<file path="src/rtl/inertial_pkg.sv">
// Shared types and constants for the inertial sensor front end.
package inertial_pkg;

  typedef enum logic [2:0] {
    INIT_WAIT,
    CFG,
    IDLE,
    RD_PL,
    RD_PH,
    RD_AL,
    RD_AH
  } state_t;

  localparam int SCLK_DIV_DFLT       = 32;
  localparam int STARTUP_CYCLES_DFLT = 65536;

  // Index 0 is sent first: INT on data-ready, accel 208 Hz +-2 g, gyro 208 Hz, rounding.
  localparam logic [3:0][15:0] CFG_WORDS = {16'h1460, 16'h1150, 16'h1053, 16'h0D02};

  localparam logic [15:0] CMD_RD_PL = 16'hA200;
  localparam logic [15:0] CMD_RD_PH = 16'hA300;
  localparam logic [15:0] CMD_RD_AL = 16'hAC00;
  localparam logic [15:0] CMD_RD_AH = 16'hAD00;

endpackage

</file>
<file path="src/rtl/inertial_interface_spi_mnrch.sv">
// SPI master: one 16-bit frame per wrt, mode 3 (SCLK idles high), MSB first.
module spi_mnrch
  import inertial_pkg::*;
#(
  parameter int SCLK_DIV = SCLK_DIV_DFLT
) (
  input  logic        clk,
  input  logic        rst,
  input  logic        wrt,
  input  logic [15:0] cmd,
  output logic        done,
  output logic [15:0] rd_data,
  output logic        SS_n,
  output logic        SCLK,
  output logic        MOSI,
  input  logic        MISO
);

  localparam int DIV_W = $clog2(SCLK_DIV);
  // Preset with MSB set so SCLK is high and first falls SCLK_DIV/2 cycles after SS_n.
  localparam logic [DIV_W-1:0] DIV_PRESET = DIV_W'(SCLK_DIV / 2);
  localparam logic [DIV_W-1:0] DIV_FALL   = {DIV_W{1'b1}};
  localparam logic [DIV_W-1:0] DIV_RISE   = DIV_W'(SCLK_DIV / 2 - 1);

  logic [DIV_W-1:0] div_q, div_d;
  logic [4:0]       bit_cnt_q, bit_cnt_d;
  logic [15:0]      shft_q, shft_d;
  logic             miso_smpl_q, miso_smpl_d;
  logic             ss_n_q, ss_n_d;
  logic             done_q, done_d;

  // Frame sequencing: bit_cnt counts falling edges down; the 17th "fall" ends the frame
  // instead of toggling SCLK. The first fall does not shift so cmd[15] stays on MOSI.
  always_comb begin
    div_d       = div_q;
    bit_cnt_d   = bit_cnt_q;
    shft_d      = shft_q;
    miso_smpl_d = miso_smpl_q;
    ss_n_d      = ss_n_q;
    done_d      = 1'b0;
    if (ss_n_q) begin
      div_d = DIV_PRESET;
      if (wrt) begin
        ss_n_d    = 1'b0;
        bit_cnt_d = 5'd16;
        shft_d    = cmd;
      end
    end else begin
      div_d = div_q + DIV_W'(1);
      if (div_q == DIV_RISE) begin
        miso_smpl_d = MISO;
      end
      if (div_q == DIV_FALL) begin
        if (bit_cnt_q == 5'd0) begin
          ss_n_d = 1'b1;
          done_d = 1'b1;
          div_d  = DIV_PRESET;
          shft_d = {shft_q[14:0], miso_smpl_q};
        end else begin
          bit_cnt_d = bit_cnt_q - 5'd1;
          if (bit_cnt_q != 5'd16) begin
            shft_d = {shft_q[14:0], miso_smpl_q};
          end
        end
      end
    end
  end

  // SPI state registers.
  always_ff @(posedge clk) begin
    if (rst) begin
      div_q       <= DIV_PRESET;
      bit_cnt_q   <= 5'd0;
      shft_q      <= 16'h0000;
      miso_smpl_q <= 1'b0;
      ss_n_q      <= 1'b1;
      done_q      <= 1'b0;
    end else begin
      div_q       <= div_d;
      bit_cnt_q   <= bit_cnt_d;
      shft_q      <= shft_d;
      miso_smpl_q <= miso_smpl_d;
      ss_n_q      <= ss_n_d;
      done_q      <= done_d;
    end
  end

  assign SS_n    = ss_n_q;
  assign SCLK    = div_q[DIV_W-1];
  assign MOSI    = ~ss_n_q & shft_q[15];
  assign done    = done_q;
  assign rd_data = shft_q;

endmodule

</file>
<file path="src/rtl/inertial_interface.sv">
// Inertial sensor front end: startup wait, sensor config, then pitch-rate/Z-accel reads per INT.
//
// state     | meaning
// ----------+---------------------------------------------------
// INIT_WAIT | power-up delay before touching the sensor
// CFG       | writing the four configuration words in order
// IDLE      | waiting for synchronized data-ready
// RD_PL     | reading pitch rate low byte
// RD_PH     | reading pitch rate high byte
// RD_AL     | reading Z accel low byte
// RD_AH     | reading Z accel high byte, then publish with vld
module inertial_interface
  import inertial_pkg::*;
#(
  parameter int SCLK_DIV       = SCLK_DIV_DFLT,
  parameter int STARTUP_CYCLES = STARTUP_CYCLES_DFLT
) (
  input  logic               clk,
  input  logic               rst,
  input  logic               INT,
  input  logic               MISO,
  output logic               SS_n,
  output logic               SCLK,
  output logic               MOSI,
  output logic signed [15:0] ptch_rt,
  output logic signed [15:0] AZ,
  output logic               vld
);

  localparam int STRT_W = $clog2(STARTUP_CYCLES + 1);

  state_t              state_q, state_d;
  logic [STRT_W-1:0]   strt_cnt_q, strt_cnt_d;
  logic [1:0]          cfg_idx_q, cfg_idx_d;
  logic                issued_q, issued_d;
  logic                int_ff1_q, int_ff1_d, int_ff2_q, int_ff2_d;
  logic [7:0]          pl_q, pl_d, ph_q, ph_d, al_q, al_d;
  logic signed [15:0]  ptch_rt_q, ptch_rt_d, az_q, az_d;
  logic                vld_q, vld_d;

  logic        wrt, done, xfer_done;
  logic [15:0] cmd, rd_data;
  logic        rd_hi_unused;

  assign rd_hi_unused = ^rd_data[15:8];
  assign xfer_done    = issued_q & done;

  // Sequencer: every SPI state fires wrt once on entry and advances on its done.
  always_comb begin
    state_d    = state_q;
    strt_cnt_d = strt_cnt_q;
    cfg_idx_d  = cfg_idx_q;
    issued_d   = issued_q;
    int_ff1_d  = INT;
    int_ff2_d  = int_ff1_q;
    pl_d       = pl_q;
    ph_d       = ph_q;
    al_d       = al_q;
    ptch_rt_d  = ptch_rt_q;
    az_d       = az_q;
    vld_d      = 1'b0;
    wrt        = 1'b0;
    cmd        = 16'h0000;
    case (state_q)
      INIT_WAIT: begin
        if (strt_cnt_q == '0) state_d = CFG;
        else                  strt_cnt_d = strt_cnt_q - STRT_W'(1);
      end
      CFG: begin
        cmd = CFG_WORDS[cfg_idx_q];
        if (xfer_done) begin
          cfg_idx_d = cfg_idx_q + 2'd1;
          if (cfg_idx_q == 2'd3) state_d = IDLE;
        end
      end
      IDLE: begin
        if (int_ff2_q) state_d = RD_PL;
      end
      RD_PL: begin
        cmd = CMD_RD_PL;
        if (xfer_done) begin
          pl_d    = rd_data[7:0];
          state_d = RD_PH;
        end
      end
      RD_PH: begin
        cmd = CMD_RD_PH;
        if (xfer_done) begin
          ph_d    = rd_data[7:0];
          state_d = RD_AL;
        end
      end
      RD_AL: begin
        cmd = CMD_RD_AL;
        if (xfer_done) begin
          al_d    = rd_data[7:0];
          state_d = RD_AH;
        end
      end
      RD_AH: begin
        cmd = CMD_RD_AH;
        if (xfer_done) begin
          ptch_rt_d = {ph_q, pl_q};
          az_d      = {rd_data[7:0], al_q};
          vld_d     = 1'b1;
          state_d   = IDLE;
        end
      end
      default: state_d = INIT_WAIT;
    endcase
    if (state_q inside {CFG, RD_PL, RD_PH, RD_AL, RD_AH}) begin
      wrt      = ~issued_q;
      issued_d = ~xfer_done;
    end
  end

  // State, counters, synchronizer, holding and output registers.
  always_ff @(posedge clk) begin
    if (rst) begin
      state_q    <= INIT_WAIT;
      strt_cnt_q <= STRT_W'(STARTUP_CYCLES - 1);
      cfg_idx_q  <= 2'd0;
      issued_q   <= 1'b0;
      int_ff1_q  <= 1'b0;
      int_ff2_q  <= 1'b0;
      pl_q       <= 8'h00;
      ph_q       <= 8'h00;
      al_q       <= 8'h00;
      ptch_rt_q  <= '0;
      az_q       <= '0;
      vld_q      <= 1'b0;
    end else begin
      state_q    <= state_d;
      strt_cnt_q <= strt_cnt_d;
      cfg_idx_q  <= cfg_idx_d;
      issued_q   <= issued_d;
      int_ff1_q  <= int_ff1_d;
      int_ff2_q  <= int_ff2_d;
      pl_q       <= pl_d;
      ph_q       <= ph_d;
      al_q       <= al_d;
      ptch_rt_q  <= ptch_rt_d;
      az_q       <= az_d;
      vld_q      <= vld_d;
    end
  end

  spi_mnrch #(.SCLK_DIV(SCLK_DIV)) u_spi (
    .clk     (clk),
    .rst     (rst),
    .wrt     (wrt),
    .cmd     (cmd),
    .done    (done),
    .rd_data (rd_data),
    .SS_n    (SS_n),
    .SCLK    (SCLK),
    .MOSI    (MOSI),
    .MISO    (MISO)
  );

  assign ptch_rt = ptch_rt_q;
  assign AZ      = az_q;
  assign vld     = vld_q;

endmodule

</file>
<file path="config.mk">
export PLATFORM = sky130hd
export DESIGN_NAME = inertial_interface
export DESIGN_NICKNAME = d
export VERILOG_FILES = /design/src/rtl/inertial_pkg.sv /design/src/rtl/inertial_interface_spi_mnrch.sv /design/src/rtl/inertial_interface.sv
export SDC_FILE = /design/constraint.sdc
export NUM_CORES = 1
export LEC_CHECK = 0
export ABC_AREA = 1
export CAP_MARGIN = 20
export CELL_PAD_IN_SITES_DETAIL_PLACEMENT = 0
export CELL_PAD_IN_SITES_GLOBAL_PLACEMENT = 1
export CORE_ASPECT_RATIO = 1.1
export CORE_MARGIN = 1.5
export CORE_UTILIZATION = 45
export CTS_CLUSTER_DIAMETER = 60
export DETAILED_ROUTE_END_ITERATION = 10
export PLACE_DENSITY_LB_ADDON = 0.1
export SLEW_MARGIN = 20
export SYNTH_ARGS = -nofsm -noshare
export SYNTH_HDL_FRONTEND = slang
export SYNTH_HIERARCHICAL = 1
export SYNTH_SLANG_ARGS = --single-unit
</file>
<file path="constraint.sdc">
create_clock -name clk -period 2.75 [get_ports clk]
set_clock_uncertainty 0.2 [all_clocks]
set_input_delay 0.55 -clock clk [delete_from_list [all_inputs] [get_ports clk]]
set_output_delay 0.55 -clock clk [all_outputs]
set_load 0.02 [all_outputs]
</file>
==> impl_metrics.json <==
{
  "status": "complete, no violations",
  "ys_seq_area_share_pct": 45.34,
  "cts_max_path_buffers": 2,
  "syn_to_final_growth_pct": 16.59,
  "critPathArrivalTime_ps": 1470,
  "final_layout_size_suffix_gt1_share_pct": 7.273,
  "fill_cells": 1058,
  "hold_violations": 0,
  "synth-simple-area-share_pct": 31.61,
  "reg2reg_to": "ptch_rt[10]",
  "slowest_delay_ps": 610,
  "whs_path_depth": 2,
  "cp-start-kind": "flop",
  "wl_per_cell_um": 11.72,
  "insertion_delay_ps": 340,
  "multi_input_area_um2": 2298,
  "p_leak_nw": 2.371,
  "synth_top_area_share_pct": 45.34,
  "clk_pin_slew_ps": 70,
  "grt_use_total_pct": 18.49,
  "cp-end-kind": "output port",
  "synthDistinctLibCells": 29,
  "timing.rr.start": "issued_q",
  "drcViolationCount": 0,
  "max_cap_viol_count": 0,
  "cts_root_buffer": "clkbuf_16",
  "cts_made_buffers": 9,
  "min_from": "int_ff1_q",
  "max_freq_ghz": 0.4514,
  "finalWirelength_mm": 10.05,
  "finalSetupViolCount": 0,
  "drt_iter0_drc": 154,
  "path_delay_family": "buffers and inverters",
  "grt_remaining_overflow": 0,
  "cts_hold_buf": 0,
  "grt_max_degree": 77,
  "first_pass_iters": 6,
  "period_minus_slack_ps": 2215,
  "synth_compound_area_share_pct": 11.18,
  "postSynthAreaPerCell_um2": 7.207,
  "synth_cells": 680,
  "path_class": "reg2out",
  "r2r_slack_ps": 690,
  "seqCellArea_um2": 2222,
  "synthTopCellsByArea": "dfxtp_1 (45%), nor2_1 (12%), nand2_1 (9.1%), o21ai_0 (7.4%), inv_1 (4.5%)",
  "netlist_area_um2": 4901,
  "synthMuxAreaShare_pct": 0,
  "vias_per_cell": 4.916,
  "grt_pass1_wl_mm": 17.13,
  "cts_resized": 0,
  "rsz0062_at_grt": "false",
  "crit_chain": "nor2_1 > clkdlybuf4s50_1",
  "cts_tree": "built",
  "grt_pass1_vias": 3754,
  "synth-seq-cells": 111,
  "slew_viol_final": 0,
  "fin_crit_sh_pct": 80.56,
  "postCtsSetupRepairBufs": 0,
  "hold_ws_ps": 206.7,
  "start_util_pct": 46.71,
  "reg2reg_depth": 6,
  "synth_fa_ha_area_share_pct": 2.553,
  "cts_sinks": 111,
  "p_per_area_nw_per_um2": 865.8,
  "peakVddDrop_uv": 629.4,
  "place_congestion": 0.7585,
  "htreeDepth": 3,
  "yosysWarnings": 6,
  "nets": 724,
  "io_buffer_count": 39,
  "antenna_found_initial": 0,
  "core_um2": 10490,
  "vias": 4218,
  "setup_tns_ps": 0,
  "required_ps": 2000,
  "synth-xor-area-share_pct": 1.251,
  "critPathBufInv": 1,
  "die_h_um": 112.5,
  "hpwl_mm": 6.874,
  "max_slew_margin_pct": 61.20,
  "postRouteAntennaNets": 0,
  "dieWidth_um": 102.5,
  "hold_end": "int_ff2_q",
  "diodes": 0,
  "slowest_stage": "clkdlybuf4s50_1",
  "yosys.area.top_type": "dfxtp_1",
  "crit_path_max_fanout": 6,
  "synth_top_family_by_area": "simple AND/OR/NAND/NOR gates",
  "io_pins": 40,
  "die_area_um2": 11530,
  "tightest_slew_ps": 581.1,
  "row_count": 39,
  "hold_path.class": "reg2reg"
}
-- through the flow --
step	cell area, µm²	std cells	total power, mW	setup WS (ps)	utilization, %
detailed placement	5376	842	3.552	458.9	51.25
global route	5714	858	5.328	411.1	54.47
CTS	5714	858	5.008	487.6	54.47
finish	5714	858	4.948	534.6	54.47
global placement	5376	842	3.535	520.0	51.25
floorplan	4912	683	3.274	898.0	-
-- worst register-to-register path, delay by kind of cell, from the launching register on --
kind                   cells  cell delay [ps]
AOI/OAI and AO/OA          2              290
DFF                        1              350
buffers and inverters      1              550
and+or+nand+nor            3              610
-- layout make-up --
class                           instances  share of cell area [%]
Clock buffer                           11                   4.423
Clock inverter                          5                   1.489
Inverter                               65                   4.270
Multi-Input combinational cell        480                   40.22
Sequential cell                       111                   38.89
Tap cell                              143                   3.131
Timing Repair Buffer                   43                   7.576
-- registers in the layout, summed over array words and instances, names as in the netlist --
register / cells
u_spi/div_q: 5
cfg_idx_q: 2
strt_cnt_q: 17
pl_q: 8
issued_q: 1
ptch_rt: 16
u_spi/bit_cnt_q: 5
int_ff2_q: 1
ph_q: 8
int_ff1_q: 1
u_spi/done: 1
u_spi/miso_smpl_q: 1
AZ: 16
state_q: 3
u_spi/rd_data: 16
u_spi/SS_n: 1
vld: 1
al_q: 8
-- synthesized netlist by cell type --
cell type,n
nor2_1,154
nand2_1,119
dfxtp_1,111
o21ai_0,72
inv_1,59
nand3_1,28
a21oi_1,27
nand4_1,23
clkbuf_1,11
buf_2,10
ha_1,10
nor2_2,9
nand2_2,6
inv_2,5
nor2_4,5
xor2_1,5
nor3_1,4
buf_4,3
buf_6,3
nand3b_1,3
o211ai_2,3
nand3_2,2
xnor2_1,2
a21boi_0,1
clkinv_1,1
conb_1,1
nand4_4,1
o211ai_1,1
or2_2,1
-- per-layer routing --
layer  vias to the layer above  global-route usage [%]  wire, µm
li1                       2230                       -         -
met1                      1935                   25.21      5066
met2                        51                   29.58      4650
met3                         2                   3.176       287
met4                         0                   6.027        49
met5                         -                       0         0
-- worst max-delay path by stage --
stage                   startpoint                to  slack [ps]  cells after the start
floorplan           u_spi/div_q[0]  u_spi/rd_data[0]         900                     10
global placement               rst           ph_q[1]         520                      5
detailed placement             rst           ph_q[3]         460                      5
CTS                     u_spi/SS_n              MOSI         490                      2
global route            state_q[2]       ptch_rt[15]         410                      6
finish                  u_spi/SS_n              MOSI         530                      2
-- power breakdown --
group	total (mW)	leakage, nW	internal, mW	switching [mW]
clock	1.44	0.163	0.855	0.581
sequential	2.00	0.901	1.79	0.209
combinational	1.51	1.31	0.498	1.02
total	4.95	2.37	3.14	1.81
-- cells in the final DEF (no fill, tap or decap), drive strengths merged, types with 2 or more instances in the layout --
cell type,count
o211ai,4
clkbuf,11
clkdlybuf4s50,39
nand2,125
nor3,4
conb,4
ha,10
o21ai,72
a21oi,27
nand4,24
nor2,168
nand3b,3
buf,4
xor2,5
bufinv,2
xnor2,2
nand3,30
dfxtp,111
inv,66
-- logic make-up (layout without fill, tap and decap cells) --
logic type	after synthesis	count (layout)
DFF	111	111
xor gates and xnor gates	7	7
other	1	4
AOI/OAI and AO/OA	104	104
and+or+nand+nor	355	355
adders and majority gates	10	10
buffers and inverters	92	124
No activity file was read; power rests on OpenSTA's default activity.
